File: src/rtl/ucdp_clk_gate_ctrl_pkg.sv
// Shared types and helpers for the idle-based clock-gating controller.
package ucdp_clk_gate_ctrl_pkg;

    typedef enum logic [1:0] {
        ST_WAKE  = 2'd0,
        ST_RUN   = 2'd1,
        ST_GATED = 2'd2
    } gate_state_e;

    localparam int DefaultIdleWidth  = 8;
    localparam int DefaultWakeCycles = 2;
    localparam int DefaultStatWidth  = 16;

    // Counter must be able to hold WakeCycles; never narrower than one bit.
    function automatic int wake_cnt_width(input int wake_cycles);
        return (wake_cycles < 1) ? 1 : $clog2(wake_cycles + 1);
    endfunction

endpackage

File: src/rtl/ucdp_clk_gate_ctrl.sv
// Idle-based clock-gating controller driving the enable of a downstream clock gate cell.
// Define UCDP_CLK_GATE_CTRL_STAT_EN to add the saturating gate-event counter gate_cnt_o.
module ucdp_clk_gate_ctrl
    import ucdp_clk_gate_ctrl_pkg::*;
#(
    parameter int IdleWidth  = DefaultIdleWidth,
    parameter int WakeCycles = DefaultWakeCycles,
    parameter int StatWidth  = DefaultStatWidth
) (
    input  logic                 main_clk_i,
    input  logic                 main_rst_an_i,
    input  logic                 idle_i,
    input  logic                 wake_i,
    input  logic                 force_en_i,
    input  logic [IdleWidth-1:0] idle_thresh_i,
    output logic                 en_o,
    output logic                 gated_o,
    output logic                 ready_o
`ifdef UCDP_CLK_GATE_CTRL_STAT_EN
    ,
    output logic [StatWidth-1:0] gate_cnt_o
`endif
);

    localparam int                    WakeCntW = wake_cnt_width(WakeCycles);
    localparam logic [WakeCntW-1:0]   WakeLast = WakeCntW'(WakeCycles - 1);
    localparam logic [IdleWidth-1:0]  IdleOne  = IdleWidth'(1);
    localparam logic [IdleWidth-1:0]  IdleMax  = '1;

    gate_state_e          state_reg;
    logic [WakeCntW-1:0]  wake_cnt_reg;
    logic [IdleWidth-1:0] idle_cnt_reg;
    logic                 en_reg;
    logic                 gated_reg;
    logic                 ready_reg;

    logic gate_cond;
    logic idle_term;
    logic gate_event;

    // Threshold is sampled live; >= lets a lowered threshold take effect immediately.
    assign gate_cond  = idle_i & ~wake_i & ~force_en_i & (idle_thresh_i != '0);
    assign idle_term  = (idle_cnt_reg >= (idle_thresh_i - IdleOne));
    assign gate_event = (state_reg == ST_RUN) & gate_cond & idle_term;

    always_ff @(posedge main_clk_i or negedge main_rst_an_i) begin
        if (!main_rst_an_i) begin
            state_reg    <= ST_WAKE;
            wake_cnt_reg <= '0;
            idle_cnt_reg <= '0;
            en_reg       <= 1'b1;
            gated_reg    <= 1'b0;
            ready_reg    <= 1'b0;
        end else begin
            case (state_reg)
                ST_WAKE: begin
                    if (wake_cnt_reg == WakeLast) begin
                        state_reg <= ST_RUN;
                        ready_reg <= 1'b1;
                    end else begin
                        wake_cnt_reg <= wake_cnt_reg + 1'b1;
                    end
                end
                ST_RUN: begin
                    if (gate_event) begin
                        state_reg    <= ST_GATED;
                        idle_cnt_reg <= '0;
                        en_reg       <= 1'b0;
                        gated_reg    <= 1'b1;
                        ready_reg    <= 1'b0;
                    end else if (!gate_cond) begin
                        idle_cnt_reg <= '0;
                    end else if (idle_cnt_reg != IdleMax) begin
                        idle_cnt_reg <= idle_cnt_reg + 1'b1;
                    end
                end
                ST_GATED: begin
                    // Gated domain is frozen, so idle_i carries no information here.
                    if (wake_i || force_en_i) begin
                        state_reg    <= ST_WAKE;
                        wake_cnt_reg <= '0;
                        en_reg       <= 1'b1;
                        gated_reg    <= 1'b0;
                    end
                end
                default: begin
                    state_reg    <= ST_WAKE;
                    wake_cnt_reg <= '0;
                    idle_cnt_reg <= '0;
                    en_reg       <= 1'b1;
                    gated_reg    <= 1'b0;
                    ready_reg    <= 1'b0;
                end
            endcase
        end
    end

    assign en_o    = en_reg;
    assign gated_o = gated_reg;
    assign ready_o = ready_reg;

`ifdef UCDP_CLK_GATE_CTRL_STAT_EN
    logic [StatWidth-1:0] gate_cnt_reg;

    always_ff @(posedge main_clk_i or negedge main_rst_an_i) begin
        if (!main_rst_an_i) begin
            gate_cnt_reg <= '0;
        end else if (gate_event && (gate_cnt_reg != '1)) begin
            gate_cnt_reg <= gate_cnt_reg + 1'b1;
        end
    end

    assign gate_cnt_o = gate_cnt_reg;
`else
    if (StatWidth > 0) begin : g_no_stat
    end
`endif

endmodule

File: config.mk
export PLATFORM = sky130hd
export DESIGN_NAME = ucdp_clk_gate_ctrl
export DESIGN_NICKNAME = d
export VERILOG_FILES = /design/src/rtl/ucdp_clk_gate_ctrl_pkg.sv /design/src/rtl/ucdp_clk_gate_ctrl.sv
export SDC_FILE = /design/constraint.sdc
export NUM_CORES = 1
export LEC_CHECK = 0
export ABC_AREA = 0
export BUFFER_PORTS_ARGS = -buffer_cell sky130_fd_sc_hd__buf_2
export CELL_PAD_IN_SITES_DETAIL_PLACEMENT = 0
export CELL_PAD_IN_SITES_GLOBAL_PLACEMENT = 1
export CORE_MARGIN = 2
export CORE_UTILIZATION = 30
export CTS_BUF_LIST = sky130_fd_sc_hd__clkbuf_16
export DETAILED_ROUTE_END_ITERATION = 8
export PLACE_DENSITY = 0.66
export SLEW_MARGIN = 0
export SYNTH_ARGS = -nofsm -noshare
export SYNTH_HDL_FRONTEND = slang
export SYNTH_SLANG_ARGS = --single-unit
File: constraint.sdc
create_clock -name main_clk_i -period 6.5 [get_ports main_clk_i]
set_clock_uncertainty 0.1 [all_clocks]
set_input_delay 0.325 -clock main_clk_i [delete_from_list [all_inputs] [get_ports main_clk_i]]
set_output_delay 0.325 -clock main_clk_i [all_outputs]
set_load 0.01 [all_outputs]
==> impl_metrics.yaml, run 1 <==
worst_hold_path:
  worstHoldPathType: "in -> reg"
yosys:
  synth_fp_nets: 145
  synth.most_common_cell: "dfrtp_1"
  ys_warn_count: 0
  syn-cell-area_um2: 1110
  yosysTopAreaCellShare: 0.317
  synth_top_family_by_area: "compound AO/OA/AOI/OAI gates"
  synth_fa_ha_area_frac: 0.136
  netlist_top_cells_area: "dfrtp_1 32%, ha_1 14%, a21oi_1 5.0%, inv_1 4.1%, xnor2_1 4.0%"
  yosys.area.top_type: "dfrtp_1"
  synth-xor-area-share: 0.0475
  synthMuxAreaShare: 0.00905
  synth_cell_types: 38
  synth_compound_area_frac: 0.208
  synth_seq_cells: 15
  synth_cells: 120
  ys_seq_area_frac: 0.340
  async_reset_ff_frac: 1.00
  avgSynthCellArea_um2: 9.22
  synth_edf_count: 0
  synth_common_cells: "14 x dfrtp_1, 12 x ha_1, 12 x inv_1"
  synth_flop_cell: "dfrtp_1"
  synth-simple-area-share: 0.207
timing:
  slew_violations: 0
  timing.final.setup_violations: 0
  min_period_over_period: 0.438
  worst_slew_pin_slew_ps: 610
  slew_headroom: 0.591
  fin_ws_ps: 3650
  hold_viol: 0
  fmax_mhz: 351
  period_minus_slack_ps: 2850
  rsz0062_at_grt: "false"
  tns_ps: 0
power_and_ir_drop:
  p_sw_frac: 0.269
  power_frac_comb: 0.204
  p_per_area_nw_per_um2: 222
  switching_power_w: 0.0000789
  pwr-share-seq: 0.383
  p_leak_nw: 0.590
  intPower_w: 0.000214
  clockPowerShare: 0.413
  ir_drop_mv: 0.0665
cts:
  cts_num_sinks: 15
  clockBufferDepth: 2
  clkLatencyLatePin_ps: 240
  cts_buffers: 3
  cts_tree: "yes"
  cts-root-buf: "clkbuf_16"
  cts_htree_levels: 1
  path_clk_slew_ps: 50
  ctsResizeCount: 0
layout:
  antenna_cells: 0
  final_nets: 163
  final_design_area_no_fill_um2: 1320
  final_util: 0.366
  syn2layout_area_growth_pct: 19.2
  largest_register_ffs: 8
  drive_gt1_frac: 0.190
floorplan:
  die_w_um: 64.7
  core_um2: 3610
  rows: 22
  pin_count: 16
  initial_utilization: 0.307
  die_h_um: 64.7
  fp.dieArea_um2: 4190
critical_path:
  worstPathRequired_ps: 6530
  start_kind: "input pin"
  cp_data_arrival_time_ps: 2880
  path_max_fanout: 10
  r2r_setup_slack_ps: 4060
  endpoint_kind: "flop"
  critPathKind: "in -> reg"
grt:
  antenna_found_initial: 0
  grt_pass1_wl_um: 4050
  grt_start_max_net_pins: 18
  grt_overflow_total: 0
  grt_usage: 0.122
  grt_pass1_vias: 915
routing:
  drc: 0
  ant_nets: 0
  first_pass_iters: 4
  viasPerCell: 5.13
  first_iter_violations: 37
  wl_per_cell_um: 12.6
  vias: 949
  wl_um: 2330
job:
  maxCapViolations: 0
place:
  dpl_cell_area_um2: 1230
  gp_congestion: 0.770
  port_buffers: 15
  pre_cts_slack_ps: 3430
  dpl.hpwl_um: 1840
status:
  status: "completed"
==> layout make-up <==
| class | count | area [um2] |
|---|---|---|
| Sequential cell | 15 | 377 |
| Fill cell | 374 | 2290 |
| Multi-Input combinational cell | 90 | 672 |
| Clock buffer | 3 | 75.1 |
| Tap cell | 48 | 60.1 |
| Clock inverter | 1 | 5.00 |
| Inverter | 12 | 45.0 |
| Timing Repair Buffer | 16 | 85.1 |
==> stage by stage <==
stage | power, W | hold WS [ps] | std cells
floorplan | 0.000154 | -70.6 | 120
global placement | 0.000170 | 147 | 180
detailed placement | 0.000174 | 158 | 180
CTS | 0.000297 | 322 | 185
global route | 0.000314 | 337 | 185
finish | 0.000293 | 323 | 185
==> cell families after synthesis <==
kind of cell,count (synthesis)
AOI/OAI and AO/OA,34
DFF,15
buffers and inverters,15
adders and majority gates,12
xor gates and xnor gates,6
muxes,1
and+or+nand+nor,37
==> layer usage <==
metal | share of wire | GRT usage | wire length, um
met5 | 0 | 0 | 0
met4 | 0.0064 | 0.0399 | 15
met3 | 0.034 | 0.0104 | 78
met2 | 0.47 | 0.202 | 1090
met1 | 0.49 | 0.166 | 1140
==> critical path, stage by stage <==
cell and delay (ps):
buf_2 120, or4_4 560, nor4_1 240, xnor2_1 170
ha_1 280, a21oi_1 150, o21ai_0 110, a21oi_2 360
nand4b_1 230, o311ai_0 330
==> final timing paths <==
path	startpoint	to	cells after the start
worst max-delay path	idle_thresh_i[3]	idle_cnt_reg[5]$_DFFE_PN0P_	10
worst min-delay path	wake_i	state_reg[1]$_DFFE_PN0P_	3
worst max register to register	idle_cnt_reg[0]$_DFFE_PN0P_	idle_cnt_reg[5]$_DFFE_PN0P_	7
worst min register to register	en_o$_DFFE_PN1P_	en_o$_DFFE_PN1P_	2
max in group asynchronous	main_rst_an_i	en_o$_DFFE_PN1P_	2
min in group asynchronous	main_rst_an_i	idle_cnt_reg[0]$_DFFE_PN0P_	2
==> repair_timing <==
item,CTS,global route
hold buffers,1,0
buffers inserted,0,0
setup endpoints to repair,0,0
endpoints found under the hold margin,14,0
==> layout by cell type (no fill, tap or decap), types with 2 or more instances in the layout <==
cell type   n
inv_1      12
o311ai_0    2
and3_1      3
a21oi_1    11
a21o_1      2
nor3_1      5
nand2_1     7
clkbuf_16   3
nand3_1     4
nand4_1     2
nor2_1      4
dfrtp_1    14
buf_2      15
nand2b_1    2
a41oi_1     2
a31oi_1     5
o21ai_0     4
o211ai_1    3
xnor2_1     5
ha_1       12
==> power by group through the flow <==
stage,clock network [W],registers [W],logic [W]
CTS,0.000124,0.000113,0.0000608
global placement,0,0.000113,0.0000567
floorplan,0,0.000114,0.0000400
detailed placement,0,0.000114,0.0000602
global route,0.000129,0.000114,0.0000705
finish,0.000121,0.000112,0.0000599
Note: power is estimated with default switching activity, not from simulation.
==> inputs of run 2 (changes only) <==
Clock period 6.5 ns to 2.9 ns, I/O delays scaled along.
==> impl_metrics.yaml, run 2 (same netlist as run 1, synthesis figures left out) <==
floorplan:
  pin_count: 16
  core_um2: 3610
  die_w_um: 64.7
  die_h_um: 64.7
  fp.dieArea_um2: 4190
  rows: 22
  initial_utilization: 0.307
place:
  port_buffers: 15
  gp_congestion: 0.785
  dpl.hpwl_um: 1930
power_and_ir_drop:
  switching_power_w: 0.000181
  intPower_w: 0.000482
  p_leak_nw: 0.608
  p_sw_frac: 0.273
  p_per_area_nw_per_um2: 492
  power_frac_comb: 0.206
  clockPowerShare: 0.413
  pwr-share-seq: 0.381
  ir_drop_mv: 0.140
cts:
  clkLatencyLatePin_ps: 250
  cts-root-buf: "clkbuf_16"
  cts_buffers: 3
  cts_tree: "yes"
  ctsResizeCount: 0
  cts_num_sinks: 15
  clockBufferDepth: 2
  cts_htree_levels: 1
  path_clk_slew_ps: 50
layout:
  fillCellCount: 385
  final_util: 0.374
  antenna_cells: 0
  largest_register_ffs: 8
  syn2layout_area_growth_pct: 21.9
  drive_gt1_frac: 0.213
  final_nets: 167
  final_cell_mix: "15 x buf_2, 14 x dfrtp_1, 12 x inv_1, 12 x ha_1, 11 x a21oi_1"
  final_common_cell: "buf_2"
grt:
  grt_usage: 0.136
  grt_overflow_total: 0
  antenna_found_initial: 0
  grt_start_max_net_pins: 18
  grt_pass1_vias: 941
  grt_pass1_wl_um: 4440
status:
  status: "completed"
timing:
  fin_hold_ws_ps: 143
  slew_headroom: 0.646
  period_minus_slack_ps: 2520
  slew_violations: 0
  rsz0062_at_grt: "false"
  hold_viol: 0
  worst_slew_pin_slew_ps: 531
  fmax_mhz: 396
  timing.final.setup_violations: 0
  min_period_over_period: 0.871
routing:
  wl_per_cell_um: 13.0
  vias: 984
  ant_nets: 0
  drc: 0
  first_pass_iters: 4
  first_iter_violations: 53
  viasPerCell: 5.21
  wl_um: 2460
critical_path:
  critPathKind: "in -> reg"
  start_kind: "input pin"
  cp_data_arrival_time_ps: 2550
  worstPathRequired_ps: 2930
  endpoint_kind: "flop"
  path_max_fanout: 7
worst_hold_path:
  worstHoldPathType: "in -> reg"
job:
  maxCapViolations: 0
## run 2: cell types whose count changed in the layout (fill, tap and decap cells not counted), sizes merged
cell | previous run | this run
buf | 15 | 19
## run 2: stage by stage
step | TNS [ps] | instances | instance area, um2 | setup slack [ps] | total power [W]
2_1_floorplan | 0 | 120 | 1110 | 424 | 0.000344
3_3_place_gp | 0 | 181 | 1240 | 137 | 0.000383
3_5_place_dp | -23.5 | 181 | 1240 | -23.5 | 0.000394
4_1_cts | 0 | 186 | 1330 | 240 | 0.000670
5_1_grt | 0 | 189 | 1350 | 83.7 | 0.000713
6_report | 0 | 189 | 1350 | 375 | 0.000663
## run 2: area by class of cell
type                    instances  area (um2)  share of cell area
clock buffers                   3        75.1              0.0557
clock inverters                 1        5.00             0.00371
inverters                      12        45.0              0.0334
multi-input cells              90         672               0.498
flip-flops and latches         15         377               0.279
well taps                      48        60.1              0.0445
repair buffers                 20         115              0.0853
## run 2: path summary, 6_finish.rpt
kind	from	to	slack [ps]	cells past startpoint
max	idle_thresh_i[3]	idle_cnt_reg[5]$_DFFE_PN0P_	380	10
min	force_en_i	state_reg[1]$_DFFE_PN0P_	140	3
max reg2reg	idle_cnt_reg[0]$_DFFE_PN0P_	idle_cnt_reg[5]$_DFFE_PN0P_	600	7
min reg2reg	en_o$_DFFE_PN1P_	en_o$_DFFE_PN1P_	370	2
max in group asynchronous	main_rst_an_i	en_o$_DFFE_PN1P_	2160	2
min in group asynchronous	main_rst_an_i	idle_cnt_reg[7]$_DFFE_PN0P_	240	2
## run 2: layer usage
| layer | routed length (um) | vias up | track usage |
|---|---|---|---|
| met5 | 0 | - | 0 |
| met4 | 54 | 0 | 0.0638 |
| met3 | 108 | 5 | 0.0174 |
| met2 | 1120 | 24 | 0.205 |
| met1 | 1180 | 465 | 0.191 |
| li1 | - | 490 | - |
## run 2: worst max-delay path, stage by stage
cell	delay [ps]
buf_2	120
or4_4	560
nor4_1	240
xnor2_1	170
ha_1	280
a21oi_1	150
o21ai_0	110
a21oi_2	270
nand4b_1	190
o311ai_0	310
## run 2: repair_timing
item / 4_1_cts / 5_1_grt
hold buffers: 1 / 0
endpoints found under the hold margin: 14 / 0
endpoints found under the setup margin: 0 / 1
buffers inserted: 0 / 3
## run 2: power by group through the flow
| stage | clock network [W] | registers (W) | logic, W |
|---|---|---|---|
| floorplan | 0 | 0.000255 | 0.0000897 |
| global placement | 0 | 0.000254 | 0.000128 |
| detailed placement | 0 | 0.000257 | 0.000137 |
| CTS | 0.000278 | 0.000253 | 0.000139 |
| global route | 0.000295 | 0.000257 | 0.000161 |
| finish | 0.000274 | 0.000253 | 0.000137 |
